--- src/rtl/pgm_pkg.sv ---
// Shared constants and helpers for the PGM sound-reply mailbox: Z80 reply ports,
// 68k register offsets, the 68k base address and the STATUS word layout.
package pgm_pkg;

  localparam logic [7:0]  Z_PORT_L1 = 8'h82;
  localparam logic [7:0]  Z_PORT_L2 = 8'h84;
  localparam logic [7:0]  Z_PORT_L3 = 8'h81;

  localparam logic [3:0]  OFF_L1     = 4'h2;
  localparam logic [3:0]  OFF_L2     = 4'h4;
  localparam logic [3:0]  OFF_STATUS = 4'h6;
  localparam logic [3:0]  OFF_L3     = 4'hC;

  localparam logic [19:0] M_BASE = 20'hC0000;

  localparam int STAT_FULL_LSB = 0;
  localparam int STAT_OVR_LSB  = 4;

  localparam logic [15:0] M_IDLE_DATA = 16'hFFFF;

  typedef enum logic [2:0] {
    RD_NONE,
    RD_L1,
    RD_L2,
    RD_L3,
    RD_STATUS
  } rd_sel_e;

  // Bit i of the result selects latch L(i+1); unmapped ports give zero.
  function automatic logic [2:0] port_onehot(input logic [7:0] port);
    logic [2:0] sel;
    sel = 3'b000;
    case (port)
      Z_PORT_L1: sel = 3'b001;
      Z_PORT_L2: sel = 3'b010;
      Z_PORT_L3: sel = 3'b100;
      default:   sel = 3'b000;
    endcase
    return sel;
  endfunction

  function automatic logic [15:0] status_word(input logic [2:0] full, input logic [2:0] ovr);
    logic [15:0] w;
    w = '0;
    w[STAT_FULL_LSB +: 3] = full;
    w[STAT_OVR_LSB  +: 3] = ovr;
    return w;
  endfunction

endpackage

--- src/rtl/pgm_sync2.sv ---
// Parameterised-width, STAGES-deep flop synchroniser with synchronous reset;
// carries an asynchronous bundle into the fixed_20m_clk domain.
module pgm_sync2 #(
  parameter int WIDTH  = 1,
  parameter int STAGES = 2
) (
  input  logic             fixed_20m_clk,
  input  logic             reset,
  input  logic [WIDTH-1:0] d,
  output logic [WIDTH-1:0] q
);

  logic [WIDTH-1:0] stage [STAGES];

  // NOTE: sequential state uses non-blocking assignments so every stage samples
  // the value its predecessor held before this edge.
  always_ff @(posedge fixed_20m_clk) begin
    if (reset) begin
      for (int i = 0; i < STAGES; i++) stage[i] <= '0;
    end else begin
      stage[0] <= d;
      for (int i = 1; i < STAGES; i++) stage[i] <= stage[i-1];
    end
  end

  assign q = stage[STAGES-1];

endmodule

--- src/rtl/pgm_sound_reply_mailbox.sv ---
// PGM sound-latch return path: Z80 writes three reply latches, the 68k reads them
// plus a STATUS word. Optional reply-pending IRQ under `PGM_SNDREPLY_IRQ_EN.
import pgm_pkg::*;

module pgm_sound_reply_mailbox #(
  parameter int SYNC_STAGES = 2
) (
  input  logic        fixed_20m_clk,
  input  logic        reset,
  input  logic        z_iorq_n,
  input  logic        z_wr_n,
  input  logic [7:0]  z_port,
  input  logic [7:0]  z_data,
  input  logic [23:1] m_adr,
  input  logic        m_as_n,
  input  logic        m_rw_n,
  output logic [15:0] m_dout,
  output logic        m_dtack_n
`ifdef PGM_SNDREPLY_IRQ_EN
  ,
  output logic        m_irq
`endif
);

  logic                   zstb_s, zstb_hist, capture;
  logic [7:0]             port_s, data_s;
  logic [SYNC_STAGES-1:0] fill;
  logic [2:0]             cap_hit, rd_clr, full, ovr;
  logic [7:0]             latch [3];
  logic                   as_hist, m_start, stat_clr;
  logic [3:0]             offset;
  rd_sel_e                rd_sel;
  logic [15:0]            rd_data;

  pgm_sync2 #(.WIDTH(17), .STAGES(SYNC_STAGES)) u_sync (
    .fixed_20m_clk (fixed_20m_clk),
    .reset         (reset),
    .d             ({!z_iorq_n && !z_wr_n, z_port, z_data}),
    .q             ({zstb_s, port_s, data_s})
  );

  // History is held at 1 until the synchroniser holds post-reset samples, so a
  // strobe already high at reset release never looks like a rising edge.
  always_ff @(posedge fixed_20m_clk) begin
    if (reset) begin
      fill      <= '0;
      zstb_hist <= 1'b1;
      as_hist   <= 1'b1;
    end else begin
      fill      <= {fill[SYNC_STAGES-2:0], 1'b1};
      zstb_hist <= fill[SYNC_STAGES-1] ? zstb_s : 1'b1;
      as_hist   <= m_as_n;
    end
  end

  assign capture = zstb_s && !zstb_hist;
  assign cap_hit = capture ? port_onehot(port_s) : 3'b000;
  assign offset  = {m_adr[3:1], 1'b0};
  assign m_start = !m_as_n && as_hist;

  // NOTE: every always_comb output gets a default first so no latch is inferred.
  always_comb begin
    rd_sel = RD_NONE;
    if (m_adr[23:4] == M_BASE && m_rw_n) begin
      case (offset)
        OFF_L1:     rd_sel = RD_L1;
        OFF_L2:     rd_sel = RD_L2;
        OFF_L3:     rd_sel = RD_L3;
        OFF_STATUS: rd_sel = RD_STATUS;
        default:    rd_sel = RD_NONE;
      endcase
    end
  end

  always_comb begin
    rd_data = M_IDLE_DATA;
    case (rd_sel)
      RD_L1:     rd_data = {8'h00, latch[0]};
      RD_L2:     rd_data = {8'h00, latch[1]};
      RD_L3:     rd_data = {8'h00, latch[2]};
      RD_STATUS: rd_data = status_word(full, ovr);
      default:   rd_data = M_IDLE_DATA;
    endcase
  end

  assign rd_clr   = m_start ? {rd_sel == RD_L3, rd_sel == RD_L2, rd_sel == RD_L1} : 3'b000;
  assign stat_clr = m_start && (rd_sel == RD_STATUS);

  // A capture overrides a same-cycle read clear; ovr looks at full before this edge.
  // NOTE: the three reply latches are explicitly reset since software may read
  // them before the Z80 has written anything.
  always_ff @(posedge fixed_20m_clk) begin
    if (reset) begin
      full <= '0;
      ovr  <= '0;
      for (int i = 0; i < 3; i++) latch[i] <= 8'h00;
    end else begin
      full <= (full & ~rd_clr) | cap_hit;
      ovr  <= (stat_clr ? 3'b000 : ovr) | (cap_hit & full);
      for (int i = 0; i < 3; i++) if (cap_hit[i]) latch[i] <= data_s;
    end
  end

  // Read data is snapshotted at access start and held until the strobe rises.
  always_ff @(posedge fixed_20m_clk) begin
    if (reset || m_as_n) begin
      m_dout    <= M_IDLE_DATA;
      m_dtack_n <= 1'b1;
    end else if (m_start && rd_sel != RD_NONE) begin
      m_dout    <= rd_data;
      m_dtack_n <= 1'b0;
    end
  end

`ifdef PGM_SNDREPLY_IRQ_EN
  always_ff @(posedge fixed_20m_clk) begin
    if (reset) m_irq <= 1'b0;
    else       m_irq <= |full;
  end
`endif

endmodule

--- config.mk ---
export PLATFORM = sky130hd
export DESIGN_NAME = pgm_sound_reply_mailbox
export DESIGN_NICKNAME = d
export VERILOG_FILES = /design/src/rtl/pgm_pkg.sv /design/src/rtl/pgm_sync2.sv /design/src/rtl/pgm_sound_reply_mailbox.sv
export SDC_FILE = /design/constraint.sdc
export NUM_CORES = 1
export LEC_CHECK = 0
export CAP_MARGIN = 10
export CORE_MARGIN = 2
export CORE_UTILIZATION = 25
export DETAILED_ROUTE_END_ITERATION = 16
export PLACE_DENSITY = 0.52
export SLEW_MARGIN = 10
export SYNTH_ARGS = -nofsm -noshare
export SYNTH_HDL_FRONTEND = slang
export SYNTH_HIERARCHICAL = 1
export SYNTH_SLANG_ARGS = --single-unit
--- constraint.sdc ---
create_clock -name fixed_20m_clk -period 3.06 [get_ports fixed_20m_clk]
set_clock_uncertainty 0.2 [all_clocks]
set_input_delay 0.459 -clock fixed_20m_clk [delete_from_list [all_inputs] [get_ports fixed_20m_clk]]
set_output_delay 0.459 -clock fixed_20m_clk [all_outputs]
set_load 0.1 [all_outputs]
==> results.sh, run 1 <==
export IMPL_ff_latch_area_um2=1800
export IMPL_max_cap_violations=0
export IMPL_synth_fp_nets=306
export IMPL_status="finished clean"
export IMPL_multi_input_area_um2=962
export IMPL_worstSetupPathType="in -> reg"
export IMPL_min_path_type="reg -> reg"
export IMPL_pre_cts_ws_ns=0.435
export IMPL_required_ns=3.08
export IMPL_numCtsBuffers=9
export IMPL_die_area_um2=13000
export IMPL_slowest_delay_ns=0.58
export IMPL_drt_iter0_markers=90
export IMPL_netlist_cell_type_count=40
export IMPL_relSlewSlack=0.257
export IMPL_ys_warn_count=6
export IMPL_avgRoutedWirePerCell_um=11.8
export IMPL_initial_core_util=0.255
export IMPL_final_common_cell="dfxtp_1"
export IMPL_finalSetupTns_ns=0
export IMPL_post_cts_resize_count=0
export IMPL_syn_avg_cell_area_um2=11.6
export IMPL_cp_arrival_ns=2.31
export IMPL_grt_use_total=0.0855
export IMPL_grt_pass1_vias=1781
export IMPL_area_delta_synth_final_pct=28.9
export IMPL_coreArea_um2=11900
export IMPL_yosysTopAreaCell="dfxtp_1"
export IMPL_synth_top_area_frac=0.357
export IMPL_cp_start_kind="input pin"
export IMPL_wirelength_um=5380
export IMPL_stdcell_count=456
export IMPL_antenna_cells=0
export IMPL_critPathBufInv=1
export IMPL_layout_common_cells="dfxtp_1, clkdlybuf4s50_1, nor2b_1, edfxtp_1, buf_4"
export IMPL_synth_area_top_cells="dfxtp_1, edfxtp_1, nor2b_1"
export IMPL_tightest_slew_ns=1.10
export IMPL_clk_latency_ns=0.33
export IMPL_leakage_nw=1.44
export IMPL_rows=40
export IMPL_overflow=0
export IMPL_cp_startpoint="m_adr[2]"
export IMPL_hold_viol_final=0
export IMPL_timing_rr_end="latch[0][4]"
export IMPL_cp_max_fo=10
export IMPL_reg2reg_setup_slack_ns=0.82
export IMPL_layout_nets=349
export IMPL_cts_root_buf="clkbuf_16"
export IMPL_max_vdd_ir_drop_v=0.000236
export IMPL_ys_seq_area_frac=0.594
export IMPL_globalplace_congestion=0.862
export IMPL_drcViolationCount=0
export IMPL_ioPinCount=62
export IMPL_rsz0062_at_grt="no"
export IMPL_whs_ns=0.163
export IMPL_finalCritPeriodShare=0.746
export IMPL_cts_tree="yes"
export IMPL_cts_hold_buf=0
export IMPL_hold_depth=1
export IMPL_die_width_um=114
export IMPL_antenna_found_initial=0
export IMPL_cts_setup_buffers=0
export IMPL_syn_instance_count=261
export IMPL_fillers=1232
export IMPL_drive_gt1_frac=0.155
export IMPL_placedCellCount=440
export IMPL_grt_max_degree=37
export IMPL_dr_pass1_iters=4
export IMPL_io_buffers=61
export IMPL_cp_endpoint="m_dtack_n"
export IMPL_crit_slowest_cell="clkdlybuf4s50_1"
export IMPL_grt_pass1_wl_um=8600
export IMPL_fin_util=0.328
export IMPL_final_area_um2=3910
export IMPL_end_kind="register"
export IMPL_crit_family="simple AND/OR/NAND/NOR gates"
export IMPL_placed_cell_area_um2=3570
export IMPL_fin_ws_ns=0.776
export IMPL_powerDensity_nw_per_um2=614
export IMPL_max_freq_mhz=438
export IMPL_cp_cell_sequence="clkdlybuf4s50_1 > nor2b_1 > o211ai_2 > or2_1 > a21o_1"
export IMPL_finalSetupViolCount=0
export IMPL_syn_area_um2=3030
export IMPL_total_power_mw=2.40
export IMPL_cts_num_sinks=78
export IMPL_die_h_um=114
export IMPL_cts_max_level=3
export IMPL_cp_depth=5
export IMPL_rr_worst_depth=3
export IMPL_num_vias=1837
export IMPL_ys_ff_latch=78
export IMPL_slew_viol_final=0
export IMPL_vias_per_cell=4.03
export IMPL_clk_path_buf_depth=2
export IMPL_min_period_ns=2.28
export IMPL_path_clk_slew_ns=0.06
export IMPL_r2r_start="u_sync/stage[0][33]"
export IMPL_hpwl_um=4070
export IMPL_ant_nets=0
[routing by layer]
metal | wire length, µm | vias up | track usage
met4 | 104 | 0 | 0.0439
met2 | 2340 | 57 | 0.134
met1 | 2540 | 800 | 0.104
met3 | 390 | 8 | 0.0302
li1 | - | 972 | -
met5 | 0 | - | 0
[Yosys cell counts]
cell type  count
nor4bb_1       2
nand4_1        2
o211ai_2       1
and2b_2        4
nor3_1         3
nor4_1         4
nor2_1        15
a31o_1         1
dfxtp_1       54
buf_6          4
a211oi_1       1
or2_2          1
or3_1          2
edfxtp_1      24
inv_1          3
buf_2          4
a21oi_1        8
buf_4         24
nor4_4         2
o2bb2ai_1      1
nand2_1       11
o22ai_1        4
or2_1          1
mux2i_1       11
clkbuf_1       2
nand2_2        1
o21ai_0        5
and2_1         8
a21o_1         3
o32ai_1        2
nor4b_1        2
or4_1          1
a311oi_1       1
o32a_1         1
a2111oi_0      4
nor4_2         1
clkinv_1       1
nor2b_1       37
nand3b_1       1
nand2b_1       4
[sequential cells by signal (all words and copies together) (netlist names)]
register / count
latch: 24
zstb_hist: 1
ovr: 3
u_sync/stage: 34
full: 3
fill: 2
m_dtack_n: 1
m_dout: 9
as_hist: 1
[how the worst min path moves through the flow]
stage             from         to  slack (ns)
6_report       fill[1]  zstb_hist        0.16
5_1_grt        fill[1]  zstb_hist        0.18
4_1_cts        fill[1]  zstb_hist        0.16
3_5_place_dp   fill[1]  zstb_hist        0.15
3_3_place_gp   fill[1]  zstb_hist        0.15
2_1_floorplan  fill[1]  zstb_hist        0.14
[worst reg2reg max path, delay by kind of cell, from the launching register on]
kind	cells	cell delay (ns)
flip-flops	1	0.32
AO/OA/AOI/OAI	1	0.89
AND/OR/NAND/NOR	2	0.44
[logic make-up after synthesis]
family                 after synthesis  share of synthesized area
AND/OR/NAND/NOR                    102                      0.208
flip-flops                          78                      0.594
buffers and inverters               38                     0.0883
AO/OA/AOI/OAI                       32                     0.0730
multiplexers                        11                     0.0363
[power by group]
part	internal, mW	total (mW)	switching [mW]
sequential	1.09	1.10	0.00750
combinational	0.0799	0.133	0.0530
clock	0.742	1.17	0.424
[area by class of cell]
| type | count | area share |
|---|---|---|
| multi-input combinational | 145 | 0.246 |
| inverter | 4 | 0.00384 |
| timing repair buffer | 66 | 0.155 |
| clock buffer | 11 | 0.0704 |
| clock inverter | 5 | 0.0166 |
| sequential | 78 | 0.461 |
| tap | 147 | 0.0471 |
(Power assumes the default switching activity.)
==> inputs of run 2 (changes only) <==
clock period = 2.23 ns   (was 3.06 ns; I/O delays follow)
==> results.sh, run 2 (same netlist as run 1, synthesis figures left out) <==
export IMPL_drcViolationCount=0
export IMPL_cts_setup_buffers=0
export IMPL_r2r_start="u_sync/stage[0][33]"
export IMPL_area_delta_synth_final_pct=30.3
export IMPL_globalplace_congestion=0.829
export IMPL_tightest_slew_ns=0.507
export IMPL_placedCellCount=453
export IMPL_avgRoutedWirePerCell_um=11.7
export IMPL_hold_viol_final=0
export IMPL_numCtsBuffers=9
export IMPL_leakage_nw=1.47
export IMPL_slowest_delay_ns=0.50
export IMPL_finalSetupViolCount=0
export IMPL_rows=40
export IMPL_timing_rr_end="latch[0][15]"
export IMPL_cts_root_buf="clkbuf_16"
export IMPL_clk_path_buf_depth=2
export IMPL_coreArea_um2=11900
export IMPL_reg2reg_setup_slack_ns=0.20
export IMPL_hold_depth=1
export IMPL_hp_start="fill[1]"
export IMPL_finalSetupTns_ns=0
export IMPL_die_h_um=114
export IMPL_cp_start_kind="input pin"
export IMPL_cts_hold_buf=0
export IMPL_dr_pass1_iters=4
export IMPL_path_clk_slew_ns=0.06
export IMPL_num_vias=1917
export IMPL_max_freq_mhz=475
export IMPL_layout_nets=362
export IMPL_fin_util=0.332
export IMPL_vias_per_cell=4.09
export IMPL_finalCritPeriodShare=0.944
export IMPL_cts_num_sinks=78
export IMPL_die_area_um2=13000
export IMPL_ioPinCount=62
export IMPL_multi_input_area_um2=971
export IMPL_overflow=0
export IMPL_rr_worst_depth=4
export IMPL_largest_register_ff_count=34
export IMPL_end_kind="register"
export IMPL_grt_pass1_vias=1796
export IMPL_status="finished clean"
export IMPL_post_cts_resize_count=0
export IMPL_worstSetupPathType="in -> reg"
export IMPL_required_ns=2.22
export IMPL_cp_arrival_ns=2.10
export IMPL_max_cap_violations=0
export IMPL_cts_tree="yes"
export IMPL_top_register="u_sync/stage"
export IMPL_die_width_um=114
export IMPL_stdcell_count=469
export IMPL_drive_gt1_frac=0.186
export IMPL_relSlewSlack=0.653
export IMPL_wirelength_um=5480
export IMPL_drt_iter0_markers=80
export IMPL_fillers=1216
export IMPL_grt_pass1_wl_um=8760
export IMPL_initial_core_util=0.255
export IMPL_max_vdd_ir_drop_v=0.000302
export IMPL_total_power_mw=3.04
export IMPL_min_period_ns=2.11
export IMPL_crit_slowest_cell="a2111oi_0"
export IMPL_ff_latch_area_um2=1800
export IMPL_final_common_cell="dfxtp_1"
export IMPL_whs_ns=0.168
export IMPL_antenna_cells=0
export IMPL_grt_use_total=0.0876
export IMPL_clk_latency_ns=0.33
export IMPL_cp_cell_sequence="clkdlybuf4s50_1 > nor4bb_1 > nand4_1 > buf_4 > a2111oi_0 > a21oi_1"
export IMPL_hpwl_um=4060
export IMPL_cp_max_fo=9
export IMPL_io_buffers=61
export IMPL_antenna_found_initial=0
export IMPL_slew_viol_final=0
export IMPL_hold_end="zstb_hist"
export IMPL_min_path_type="reg -> reg"
export IMPL_largestRegisters="u_sync/stage (34), latch (24), m_dout (9)"
export IMPL_layout_common_cells="dfxtp_1, clkdlybuf4s50_1, nor2b_1, buf_4, edfxtp_1"
export IMPL_powerDensity_nw_per_um2=769
export IMPL_grt_max_degree=37
export IMPL_cts_max_level=3
export IMPL_ant_nets=0
export IMPL_rsz0062_at_grt="no"
[run 2: cell count changes in the layout (fill, tap and decap cells not counted)]
| cell | before | now |
|---|---|---|
| inv_8 | 1 | 0 |
| bufinv_16 | 1 | 0 |
| clkbuf_1 | 0 | 1 |
| buf_4 | 22 | 35 |
| clkinv_2 | 0 | 2 |
| clkbuf_16 | 11 | 9 |
| nor4_2 | 1 | 0 |
| inv_4 | 1 | 0 |
| nor4_4 | 2 | 3 |
| clkinv_4 | 0 | 2 |
[run 2: cell type report]
class	instances	area share
tap	147	0.0466
timing repair buffer	79	0.178
sequential	78	0.456
clock buffer	10	0.0580
inverter	4	0.00380
multi-input combinational	145	0.246
clock inverter	6	0.0114
[run 2: report_power, final]
part | leakage [nW] | internal, mW | total [mW] | switching (mW)
clock | 0.137 | 0.761 | 1.33 | 0.565
sequential | 0.702 | 1.50 | 1.51 | 0.00962
combinational | 0.633 | 0.120 | 0.198 | 0.0776
total | 1.47 | 2.38 | 3.04 | 0.652
[run 2: worst max path at each step]
stage / depth (start not counted) / end / slack, ns / start
floorplan: 1 / m_dout[10] / 0.21 / m_dout[14]
global placement: 6 / ovr[2] / -0.19 / m_adr[14]
detailed placement: 6 / ovr[2] / -0.22 / m_adr[14]
CTS: 6 / ovr[2] / 0.11 / m_adr[14]
global route: 4 / latch[0][15] / 0.04 / u_sync/stage[0][33]
finish: 6 / m_dout[0] / 0.12 / m_rw_n
[run 2: worst max-delay path: cells and delay by family]
family,cells,cell delay [ns]
compound gates,2,0.58
buf+inv,2,0.68
simple gates,2,0.50
[run 2: per-layer routing]
metal | global-route usage | up-vias | part of all wire
met5 | 0 | - | 0
met4 | 0.0317 | 0 | 0.0089
met3 | 0.0397 | 4 | 0.078
met2 | 0.135 | 69 | 0.44
met1 | 0.108 | 851 | 0.48
li1 | - | 993 | -
[run 2: metrics by stage]
step	setup slack, ns	cell area [µm²]
after global routing	0.0357	3950
after detailed placement	-0.224	3670
after floorplan	0.214	3030
after CTS	0.112	3940
final	0.125	3950
after global placement	-0.191	3670
==> inputs of run 3 (changes only) <==
ABC_CLOCK_PERIOD_IN_PS = 2230   (was default)
CORE_ASPECT_RATIO = 0.5   (was default)
==> results.sh, run 3 (same netlist as run 1, synthesis figures left out) <==
export IMPL_clk_latency_ns=0.33
export IMPL_top_register="u_sync/stage"
export IMPL_met3WireLength_um=484
export IMPL_num_vias=1925
export IMPL_cts_setup_buffers=0
export IMPL_area_delta_synth_final_pct=32.1
export IMPL_globalplace_congestion=0.866
export IMPL_max_freq_mhz=479
export IMPL_rows=28
export IMPL_crit_slowest_cell="a2111oi_0"
export IMPL_layout_common_cells="dfxtp_1, clkdlybuf4s50_1, nor2b_1, buf_4, edfxtp_1"
export IMPL_cp_arrival_ns=2.09
export IMPL_required_ns=2.23
export IMPL_r2r_start="u_sync/stage[0][33]"
export IMPL_hp_start="fill[1]"
export IMPL_whs_ns=0.166
export IMPL_io_buffers=61
export IMPL_powerDensity_nw_per_um2=795
export IMPL_overflow=0
export IMPL_coreArea_um2=11800
export IMPL_hold_viol_final=0
export IMPL_initial_core_util=0.257
export IMPL_die_h_um=81.9
export IMPL_path_clk_slew_ns=0.06
export IMPL_drt_iter0_markers=83
export IMPL_finalCritPeriodShare=0.937
export IMPL_grt_use_total=0.0971
export IMPL_min_path_type="reg -> reg"
export IMPL_layout_nets=361
export IMPL_clk_path_buf_depth=2
export IMPL_die_width_um=160
export IMPL_relSlewSlack=0.669
export IMPL_cp_start_kind="input pin"
export IMPL_wirelength_um=5900
export IMPL_ioPinCount=62
export IMPL_largestRegisters="u_sync/stage (34), latch (24), m_dout (9)"
export IMPL_top_layer_used="met4"
export IMPL_crit_family="buffers and inverters"
export IMPL_post_cts_resize_count=0
export IMPL_max_cap_violations=0
export IMPL_cts_tree="yes"
export IMPL_antenna_cells=0
export IMPL_cts_root_buf="clkbuf_16"
export IMPL_hold_depth=1
export IMPL_finalSetupTns_ns=0
export IMPL_cp_max_fo=10
export IMPL_cp_cell_sequence="clkdlybuf4s50_1 > nor4b_1 > nand4_1 > buf_4 > a2111oi_0 > a21oi_1"
export IMPL_drive_gt1_frac=0.193
export IMPL_numCtsBuffers=9
export IMPL_finalSetupViolCount=0
export IMPL_tightest_slew_ns=0.483
export IMPL_cts_max_level=3
export IMPL_fillers=1209
export IMPL_cts_hold_buf=0
export IMPL_dr_pass1_iters=4
export IMPL_final_common_cell="dfxtp_1"
export IMPL_grt_pass1_vias=1916
export IMPL_cp_startpoint="m_adr[5]"
export IMPL_reg2reg_setup_slack_ns=0.14
export IMPL_cp_depth=6
export IMPL_grt_pass1_wl_um=9580
export IMPL_ant_nets=0
export IMPL_cts_num_sinks=78
export IMPL_leakage_nw=1.48
export IMPL_slowest_delay_ns=0.49
export IMPL_slew_viol_final=0
export IMPL_critPathBufInv=2
export IMPL_worstSetupPathType="in -> reg"
export IMPL_status="finished clean"
export IMPL_m1WireLength_um=2970
export IMPL_die_area_um2=13100
export IMPL_max_vdd_ir_drop_v=0.000487
export IMPL_grt_max_degree=24
export IMPL_vias_per_cell=3.96
export IMPL_antenna_found_initial=0
export IMPL_rsz0062_at_grt="no"
export IMPL_hpwl_um=4460
export IMPL_end_kind="register"
export IMPL_drcViolationCount=0
export IMPL_rr_worst_depth=4
export IMPL_min_period_ns=2.09
export IMPL_met2_length_um=2370
export IMPL_avgRoutedWirePerCell_um=12.1
export IMPL_largest_register_ff_count=34
==> run 3: final cells by class <==
type	count	area (µm²)	share of cell area
sequential	78	1800	0.450
inverter	4	15.0	0.00375
tap	165	206	0.0515
multi-input combinational	145	967	0.241
clock inverter	5	43.8	0.0109
timing repair buffer	78	696	0.174
clock buffer	11	275	0.0687
==> run 3: worst reg2reg max path: cells and delay by family, from the launching register on <==
family / cells / cell delay (ns)
flops: 1 / 0.32
simple gates: 4 / 1.25
==> run 3: metrics by stage <==
stage | total power, mW | utilization | worst slack [ns] | area (µm²) | cells
floorplan | 1.64 | - | 0.214 | 3030 | 261
global placement | 1.74 | 0.312 | -0.103 | 3680 | 470
detailed placement | 1.75 | 0.312 | -0.187 | 3680 | 470
CTS | 3.24 | 0.339 | 0.0304 | 4000 | 486
global route | 3.33 | 0.339 | 0.00879 | 4010 | 486
finish | 3.19 | 0.339 | 0.141 | 4010 | 486
==> run 3: power breakdown <==
part	total, mW	internal [mW]	switching, mW
combinational	0.201	0.121	0.0793
sequential	1.51	1.50	0.0108
clock	1.47	0.902	0.570
==> run 3: path summary, 6_finish.rpt <==
path	end
min	zstb_hist
max reg2reg	latch[0][20]
max	m_dout[3]
min reg2reg	zstb_hist
==> run 3: layer usage <==
layer,vias to the layer above,GRT usage
met2,80,0.143
met4,0,0.0327
met1,845,0.122
met5,-,0
li1,990,-
met3,10,0.0505
